--- src/rtl/square_seq.sv ---
// Iterative shift-add squarer. Takes an unsigned WIDTH-bit operand and returns its
// exact 2*WIDTH-bit square WIDTH enabled cycles after the start is accepted.
// One multiplier bit is consumed per enabled cycle, LSB first.
module square_seq #(
    parameter int unsigned WIDTH = 8
) (
    input  logic                 clk_i,
    input  logic                 rstn_i,
    input  logic                 enb_i,
    input  logic                 start_i,
    input  logic [WIDTH-1:0]     dt_i,
    output logic                 busy_o,
    output logic                 done_o,
    output logic [2*WIDTH-1:0]   dt_o
);

    localparam int unsigned CntW = $clog2(WIDTH) + 1;
    localparam logic [CntW-1:0] LastCnt = CntW'(WIDTH - 1);

    typedef enum logic {StIdle, StCalc} state_e;

    state_e               state_q;
    logic [2*WIDTH-1:0]   a_q;
    logic [WIDTH-1:0]     m_q;
    logic [2*WIDTH-1:0]   acc_q;
    logic [CntW-1:0]      cnt_q;
    logic                 busy_q;
    logic                 done_q;
    logic [2*WIDTH-1:0]   dt_q;
    logic [2*WIDTH-1:0]   acc_step;

    // Accumulator value after the current iteration (add shifted operand if bit set).
    always_comb begin
        acc_step = acc_q;
        if (m_q[0]) begin
            acc_step = acc_q + a_q;
        end
    end

    // Control FSM and datapath; reset wins over enable, enable gates every register.
    always_ff @(posedge clk_i) begin
        if (!rstn_i) begin
            state_q <= StIdle;
            a_q     <= '0;
            m_q     <= '0;
            acc_q   <= '0;
            cnt_q   <= '0;
            busy_q  <= 1'b0;
            done_q  <= 1'b0;
            dt_q    <= '0;
        end else if (enb_i) begin
            done_q <= 1'b0;
            unique case (state_q)
                StIdle: begin
                    if (start_i) begin
                        a_q     <= {{WIDTH{1'b0}}, dt_i};
                        m_q     <= dt_i;
                        acc_q   <= '0;
                        cnt_q   <= '0;
                        busy_q  <= 1'b1;
                        state_q <= StCalc;
                    end
                end
                StCalc: begin
                    acc_q <= acc_step;
                    a_q   <= a_q << 1;
                    m_q   <= m_q >> 1;
                    cnt_q <= cnt_q + CntW'(1);
                    if (cnt_q == LastCnt) begin
                        // Final iteration: publish the result including this step.
                        dt_q    <= acc_step;
                        done_q  <= 1'b1;
                        busy_q  <= 1'b0;
                        state_q <= StIdle;
                    end
                end
                default: state_q <= StIdle;
            endcase
        end
    end

    assign busy_o = busy_q;
    assign done_o = done_q;
    assign dt_o   = dt_q;

endmodule

--- config.mk ---
export PLATFORM = sky130hd
export DESIGN_NAME = square_seq
export DESIGN_NICKNAME = d
export VERILOG_FILES = /design/src/rtl/square_seq.sv
export SDC_FILE = /design/constraint.sdc
export NUM_CORES = 1
export LEC_CHECK = 0
export CORE_MARGIN = 1
export CORE_UTILIZATION = 45
export DETAILED_ROUTE_END_ITERATION = 6
export GPL_TIMING_DRIVEN = 0
export PLACE_DENSITY = 0.65
export SLEW_MARGIN = 20
export SYNTH_ARGS = -nofsm -noshare
export SYNTH_HDL_FRONTEND = slang
export SYNTH_SLANG_ARGS = --single-unit
--- constraint.sdc ---
create_clock -name clk_i -period 3.1 [get_ports clk_i]
set_input_delay 0.465 -clock clk_i [delete_from_list [all_inputs] [get_ports clk_i]]
set_output_delay 0.465 -clock clk_i [all_outputs]
set_load 0.005 [all_outputs]
==> run_results.csv, run 1 <==
group,metric,value,unit
setup_path,reg2reg_setup_slack,0.54,ns
setup_path,reg2reg_from,"a_q[0]",
detailed_routing,drc,0,
placed_design,numPortBuffers,27,
timing,hold_viol,0,
power,power_density,433,nW/µm²
setup_path,crit_type,"in2reg",
placed_design,gp_congestion,0.895,
setup_path,crit_path_end_kind,"register",
synthesis,syn_area,3530,µm²
detailed_routing,wire_per_inst,17.1,µm
clock_network,path_clk_slew,0.07,ns
power,ir_worst_vdd,0.206,mV
detailed_routing,totalWireLength,9570,µm
hold_path,hp-class,"reg2reg",
floorplanning,die_area,8210,µm²
cells_and_area,fin_cells,559,
floorplanning,floorplan.rows,31,
floorplanning,fp.dieH,90.6,µm
power,leakage,1.71,nW
synthesis,synth.area.top_cells,"dfxtp_1 (36%), nand2_1 (5.9%), ha_1 (5.7%)",
detailed_routing,dr_total_vias,3207,
placed_design,place_area,3930,µm²
timing,fin_setup_tns,0,ns
global_routing,antenna_found_initial,0,
synthesis,synth_top_cell_by_area,"dfxtp_1",
setup_path,worstRegToRegCells,8,
timing,slew_violations,0,
global_routing,grt_pass1_wl,15300,µm
timing,worstMarginPinSlew,0.895,ns
hold_path,hold_end,"dt_o[2]",
setup_path,slowest_delay,0.81,ns
placed_design,hpwl,6870,µm
detailed_routing,dr.pass1.iters,5,
setup_path,crit_arrival,2.80,ns
synthesis,yosys_most_used_dff,"dfxtp_1",
detailed_routing,drtIter0Drc,246,
timing,timing.fmax,382,MHz
clock_network,clockBufferDepth,2,
cells_and_area,postLayoutCoreUtil,55.9,%
timing,max_slew_margin,39.9,%
timing,period_share,84.5,%
timing,timing.final.crit_period,2.62,ns
synthesis,synth_edf_count,0,
clock_network,cts_made_buffers,9,
synthesis,synthCells,417,
global_routing,grt_max_degree,11,
cells_and_area,fin_nets,484,
synthesis,yosysWarnings,0,
synthesis,synth_top_area_share,35.7,%
setup_path,r2r-end,"dt_o[14]",
setup_path,crit_path_start_kind,"input port",
placed_design,dp.cells,543,
clock_network,cts_tree,"yes",
synthesis,avgSynthCellArea,8.48,µm²
clock_network,cts_hold_buffers,0,
timing,rsz0062_at_grt,"no",
clock_network,clk_latency,0.35,ns
synthesis,ys_types,51,
power,total_power,0.00179,W
cells_and_area,drive_gt1_share,7.83,%
setup_path,cp_max_fo,10,
synthesis,ys_seq_elements,63,
detailed_routing,ant_nets,0,
hold_path,hold_path_depth,2,
floorplanning,io_pins,30,
clock_network,cts_root_buffer,"clkbuf_8",
global_routing,overflow,0,
global_routing,first_global_vias,2914,
floorplanning,die_w,90.6,µm
setup_path,cpMaxStageDelayCell,"nor3_1",
cells_and_area,area_growth,17.1,%
cells_and_area,fin_area,4140,µm²
clock_network,cts_sinks,63,
cells_and_area,n_antenna_cell,0,
setup_path,cp.required,3.28,ns
outcome,status,"complete, no violations",
clock_network,cts_resized,0,
clock_network,cts_setup_buffers,0,
clock_network,ctsHtreeMaxLevel,3,
timing,setup_violations,0,
job,maxCapViolations,0,
setup_path,path_cells,"clkdlybuf4s50_1, nand2_1, nor3_1, clkbuf_1, a31oi_1",
hold_path,min_from,"dt_o[2]",
synthesis,ys_seq_area_share,35.7,%
global_routing,grt_usage,24.4,%
floorplanning,core-area,7410,µm²
floorplanning,start_util,47.7,%
detailed_routing,post_drt_via_cell_ratio,5.74,
timing,skew,0.00780,ns
synthesis,synthArstFlopShare,0,%
synthesis,syn-num-nets,446,
-- flip-flops by register name, indices dropped and copies added (netlist names) --
| name | count |
|---|---|
| cnt_q | 4 |
| a_q | 16 |
| busy_o | 1 |
| m_q | 8 |
| acc_q | 16 |
| done_o | 1 |
| dt_o | 16 |
| state_q | 1 |
-- cell usage in the layout, fill, tap and decap left out, types with 2 or more instances in the layout --
cell type | synthesis | layout
a22oi_1 | 14 | 14
o211ai_1 | 6 | 6
ha_1 | 16 | 16
o21a_1 | 2 | 2
o21ai_0 | 28 | 28
nand4_1 | 3 | 3
nand2_1 | 56 | 56
xnor2_1 | 10 | 10
and3_1 | 4 | 4
o211a_1 | 19 | 19
a21boi_0 | 6 | 6
and2_1 | 6 | 6
a211o_1 | 3 | 3
buf_2 | 9 | 9
clkinv_2 | 0 | 2
nor3_1 | 3 | 3
clkbuf_8 | 0 | 12
mux2i_1 | 10 | 10
xor2_1 | 3 | 3
nand2b_1 | 10 | 10
a21oi_1 | 33 | 33
inv_1 | 4 | 4
nor2_1 | 14 | 14
a31oi_1 | 3 | 3
a21o_1 | 5 | 5
a21oi_2 | 2 | 2
o31ai_1 | 4 | 4
clkdlybuf4s50_1 | 0 | 27
o21ai_1 | 2 | 2
dfxtp_1 | 63 | 63
nand3_1 | 14 | 14
or3_1 | 2 | 2
nor2b_1 | 24 | 24
clkbuf_1 | 19 | 20
-- how the worst max path moves through the flow --
stage | from | to | slack (ns)
after floorplan | a_q[0] | dt_o[14] | 0.90
after global placement | enb_i | dt_o[14] | 0.19
after detailed placement | enb_i | dt_o[13] | 0.19
after CTS | enb_i | dt_o[14] | 0.52
after global routing | enb_i | dt_o[14] | 0.42
final | enb_i | dt_o[14] | 0.48
-- cell families after synthesis --
kind of cell / count (synthesis) / share of synthesized area, %
xor+xnor: 13 / 3.22
fa+ha+maj: 17 / 6.23
simple gates: 142 / 19.8
compound gates: 137 / 27.6
buf+inv: 33 / 3.86
flops: 63 / 35.7
mux: 12 / 3.58
-- worst max-delay path, delay by kind of cell --
| kind | cells | cell delay, ns |
|---|---|---|
| compound gates | 1 | 0.19 |
| buf+inv | 2 | 1.08 |
| simple gates | 2 | 1.06 |
-- power breakdown --
part           total (W)  switching (W)  internal (W)  leakage (nW)
combinational   0.000186       0.000115     0.0000706          1.09
sequential      0.000845      0.0000163      0.000829         0.511
clock           0.000759       0.000324      0.000435         0.109
-- cell type report --
type                    count  area [µm²]
well taps                  99         124
clock inverters             3        40.0
flip-flops and latches     63        1260
inverters                   4        15.0
repair buffers             27         270
multi-input cells         321        2140
plain buffers              29         121
clock buffers              13         169
fillers                   710        3270
-- Yosys cell counts, drive strengths merged, types with 9 or more instances --
library cell / count
dfxtp: 63
nand2: 57
a21oi: 36
o21ai: 31
nor2b: 24
clkbuf: 20
o211a: 19
ha: 16
a22oi: 14
nand3: 14
nor2: 14
mux2i: 10
nand2b: 10
xnor2: 10
buf: 9
-- metrics by stage --
stage | worst slack, ns | hold WS (ns)
finish | 0.479 | 0.463
global route | 0.419 | 0.489
CTS | 0.521 | 0.467
detailed placement | 0.189 | 0.457
global placement | 0.189 | 0.452
floorplan | 0.902 | 0.441
-- layer usage --
metal | global-route usage (%) | routed length, µm | vias up
met5 | 0 | 0 | -
met4 | 11.0 | 178 | 0
met1 | 34.5 | 4740 | 1526
met2 | 36.2 | 4170 | 94
met3 | 3.96 | 482 | 14
li1 | - | - | 1573
Power figures use the tool's default switching activity.
==> run 2: changes to the inputs <==
clock period = 2.65 ns   (was 3.1 ns; I/O delays follow)
==> results of run 2 <==
Same layout as run 1 (identical final DEF). Status: complete, no violations.
Among the figures that moved: setup slack after placement 0.189 ns -> -0.194 ns; setup slack after layout 0.479 ns -> 0.0892 ns; start point of the critical path enb_i -> a_q[0]; register-to-register setup slack 0.54 ns -> 0.09 ns; total power 0.00179 W -> 0.00209 W; worst IR drop on VDD 0.206 mV -> 0.241 mV
==> run 3: changes to the inputs <==
CELL_PAD_IN_SITES_DETAIL_PLACEMENT = 0   (was unset)
CELL_PAD_IN_SITES_GLOBAL_PLACEMENT = 1   (was unset)
CORE_UTILIZATION = 44   (was 45)
PLACE_DENSITY = 0.8   (was 0.65)
RECOVER_POWER = 100   (was unset)
TNS_END_PERCENT = 5   (was unset)
==> run 3 against run 2 <==
Critical path depth is the same. Sequential share of layout area is 0.11 points higher. Setup slack better by 0.012 ns. Final area down 0.36%. Sequential cell count did not move. Utilization fell by 2.8 points. Wire length rose by 4.6%.
==> run_results.csv, run 3 (synthesis results as in run 1) <==
group,metric,value,unit
detailed_routing,dr_total_vias,3257,
global_routing,first_global_vias,3093,
clock_network,clk_latency,0.35,ns
placed_design,numPortBuffers,27,
setup_path,reg2reg_from,"a_q[0]",
hold_path,hp-class,"reg2reg",
placed_design,hpwl,7070,µm
setup_path,crit_path_start_kind,"register",
cells_and_area,postLayoutCoreUtil,53.1,%
floorplanning,floorplan.rows,32,
setup_path,cp.required,2.93,ns
job,maxCapViolations,0,
timing,skew,0.0102,ns
power,power_density,517,nW/µm²
timing,setup_slack,0.101,ns
power,internal-power,0.00158,W
timing,timing.final.crit_period,2.55,ns
setup_path,cp-startpoint,"a_q[0]",
power,leakage,1.74,nW
setup_path,crit_type,"reg2reg",
global_routing,grt_pass1_wl,16200,µm
clock_network,clockBufferDepth,2,
outcome,status,"complete, no violations",
clock_network,cts_resized,1,
detailed_routing,post_drt_via_cell_ratio,5.80,
cells_and_area,fin_nets,484,
floorplanning,fp.dieH,91.6,µm
floorplanning,start_util,45.5,%
power,seq_power_share,46.3,%
setup_path,crit_path_end_kind,"register",
clock_network,cts_hold_buffers,0,
cells_and_area,drive_gt1_share,6.74,%
timing,slew_violations,0,
global_routing,antenna_found_initial,0,
timing,timing.fmax,392,MHz
placed_design,dpl_worst_slack,-0.406,ns
detailed_routing,drc,0,
power,comb_power_share,10.2,%
clock_network,path_clk_slew,0.07,ns
clock_network,cts_made_buffers,9,
global_routing,grt_usage,25.2,%
clock_network,ctsHtreeMaxLevel,3,
floorplanning,core-area,7770,µm²
placed_design,gp_congestion,0.916,
cells_and_area,mostFrequentLayoutCell,"dfxtp_1",
floorplanning,die_area,8400,µm²
power,switching_share,26.1,%
clock_network,cts_sinks,63,
timing,rsz0062_at_grt,"no",
power,clockPowerShare,43.5,%
detailed_routing,dr.pass1.iters,5,
hold_path,min_from,"dt_o[7]",
timing,setup_violations,0,
clock_network,cts_root_buffer,"clkbuf_8",
power,ir_worst_vdd,0.349,mV
floorplanning,io_pins,30,
global_routing,grt_max_degree,12,
clock_network,cts_setup_buffers,0,
setup_path,crit_arrival,2.83,ns
detailed_routing,ant_nets,0,
floorplanning,die_w,91.6,µm
timing,hold_viol,0,
detailed_routing,drtIter0Drc,230,
power,netSwitchingPower,0.000555,W
cells_and_area,area_growth,16.6,%
timing,max_slew_margin,39.2,%
timing,period_share,96.2,%
setup_path,cp_max_fo,5,
timing,worstMarginPinSlew,0.905,ns
detailed_routing,totalWireLength,10000,µm
clock_network,cts_tree,"yes",
cells_and_area,fill_cells,784,
cells_and_area,n_antenna_cell,0,
cells_and_area,layout_common_cells,"dfxtp_1 (63), nand2_1 (56), a21oi_1 (33)",
global_routing,overflow,0,
detailed_routing,wire_per_inst,17.8,µm
-- run 3: cell types whose count changed in the layout (fill, tap and decap cells not counted), sizes merged --
cell / change
bufinv: +1
dlygate4sd3: +19
clkinvlp: +2
clkbuf: +2
buf: -5
clkdlybuf4s50: -19
-- run 3: final timing paths --
path	to	slack [ns]	cells after the start
worst max-delay path	dt_o[8]	0.10	8
worst min-delay path	dt_o[7]	0.46	2
worst max register to register	dt_o[8]	0.10	8
worst min register to register	dt_o[7]	0.46	2
-- run 3: final cells by class --
type                            instances  area (µm²)  area share (%)
Buffer                                 29         116            2.82
Clock buffer                           10         128            3.10
Clock inverter                          6        85.1            2.06
Inverter                                4        15.0           0.364
Multi-Input combinational cell        321        2120            51.4
Sequential cell                        63        1260            30.6
Tap cell                              102         128            3.10
Timing Repair Buffer                   27         270            6.56
-- run 3: stage by stage --
stage	hold slack [ns]	area (µm²)	instances	power (W)	setup TNS, ns
finish	0.464	4120	562	0.00213	0
global route	0.506	4120	562	0.00221	0
CTS	0.472	4150	562	0.00214	0
detailed placement	0.463	3930	546	0.00123	-3.97
global placement	0.453	3930	546	0.00122	-3.68
floorplan	0.441	3530	417	0.00115	0
-- run 3: metal layers --
metal / GRT usage [%] / vias up / wire, µm
met5: 0 / - / 0
met4: 12.3 / 0 / 243
met3: 3.81 / 16 / 419
met2: 37.6 / 84 / 4340
met1: 35.4 / 1578 / 5000
li1: - / 1579 / -
-- run 3: critical path, stage by stage (launching register included) --
cell	delay, ns
dfxtp_1	0.37
ha_1	0.26
fa_1	0.45
a21oi_2	0.20
o21ai_4	0.11
a2111oi_1	0.51
a21oi_2	0.11
mux2_4	0.32
a31oi_2	0.14
-- run 3: power by group through the flow --
stage	Clock (W)	Combinational [W]	Sequential [W]
2_1_floorplan	0	0.000146	0.00100
3_3_place_gp	0	0.000214	0.00101
3_5_place_dp	0	0.000216	0.00101
4_1_cts	0.000935	0.000218	0.000988
5_1_grt	0.000977	0.000238	0.000991
6_report	0.000926	0.000218	0.000987
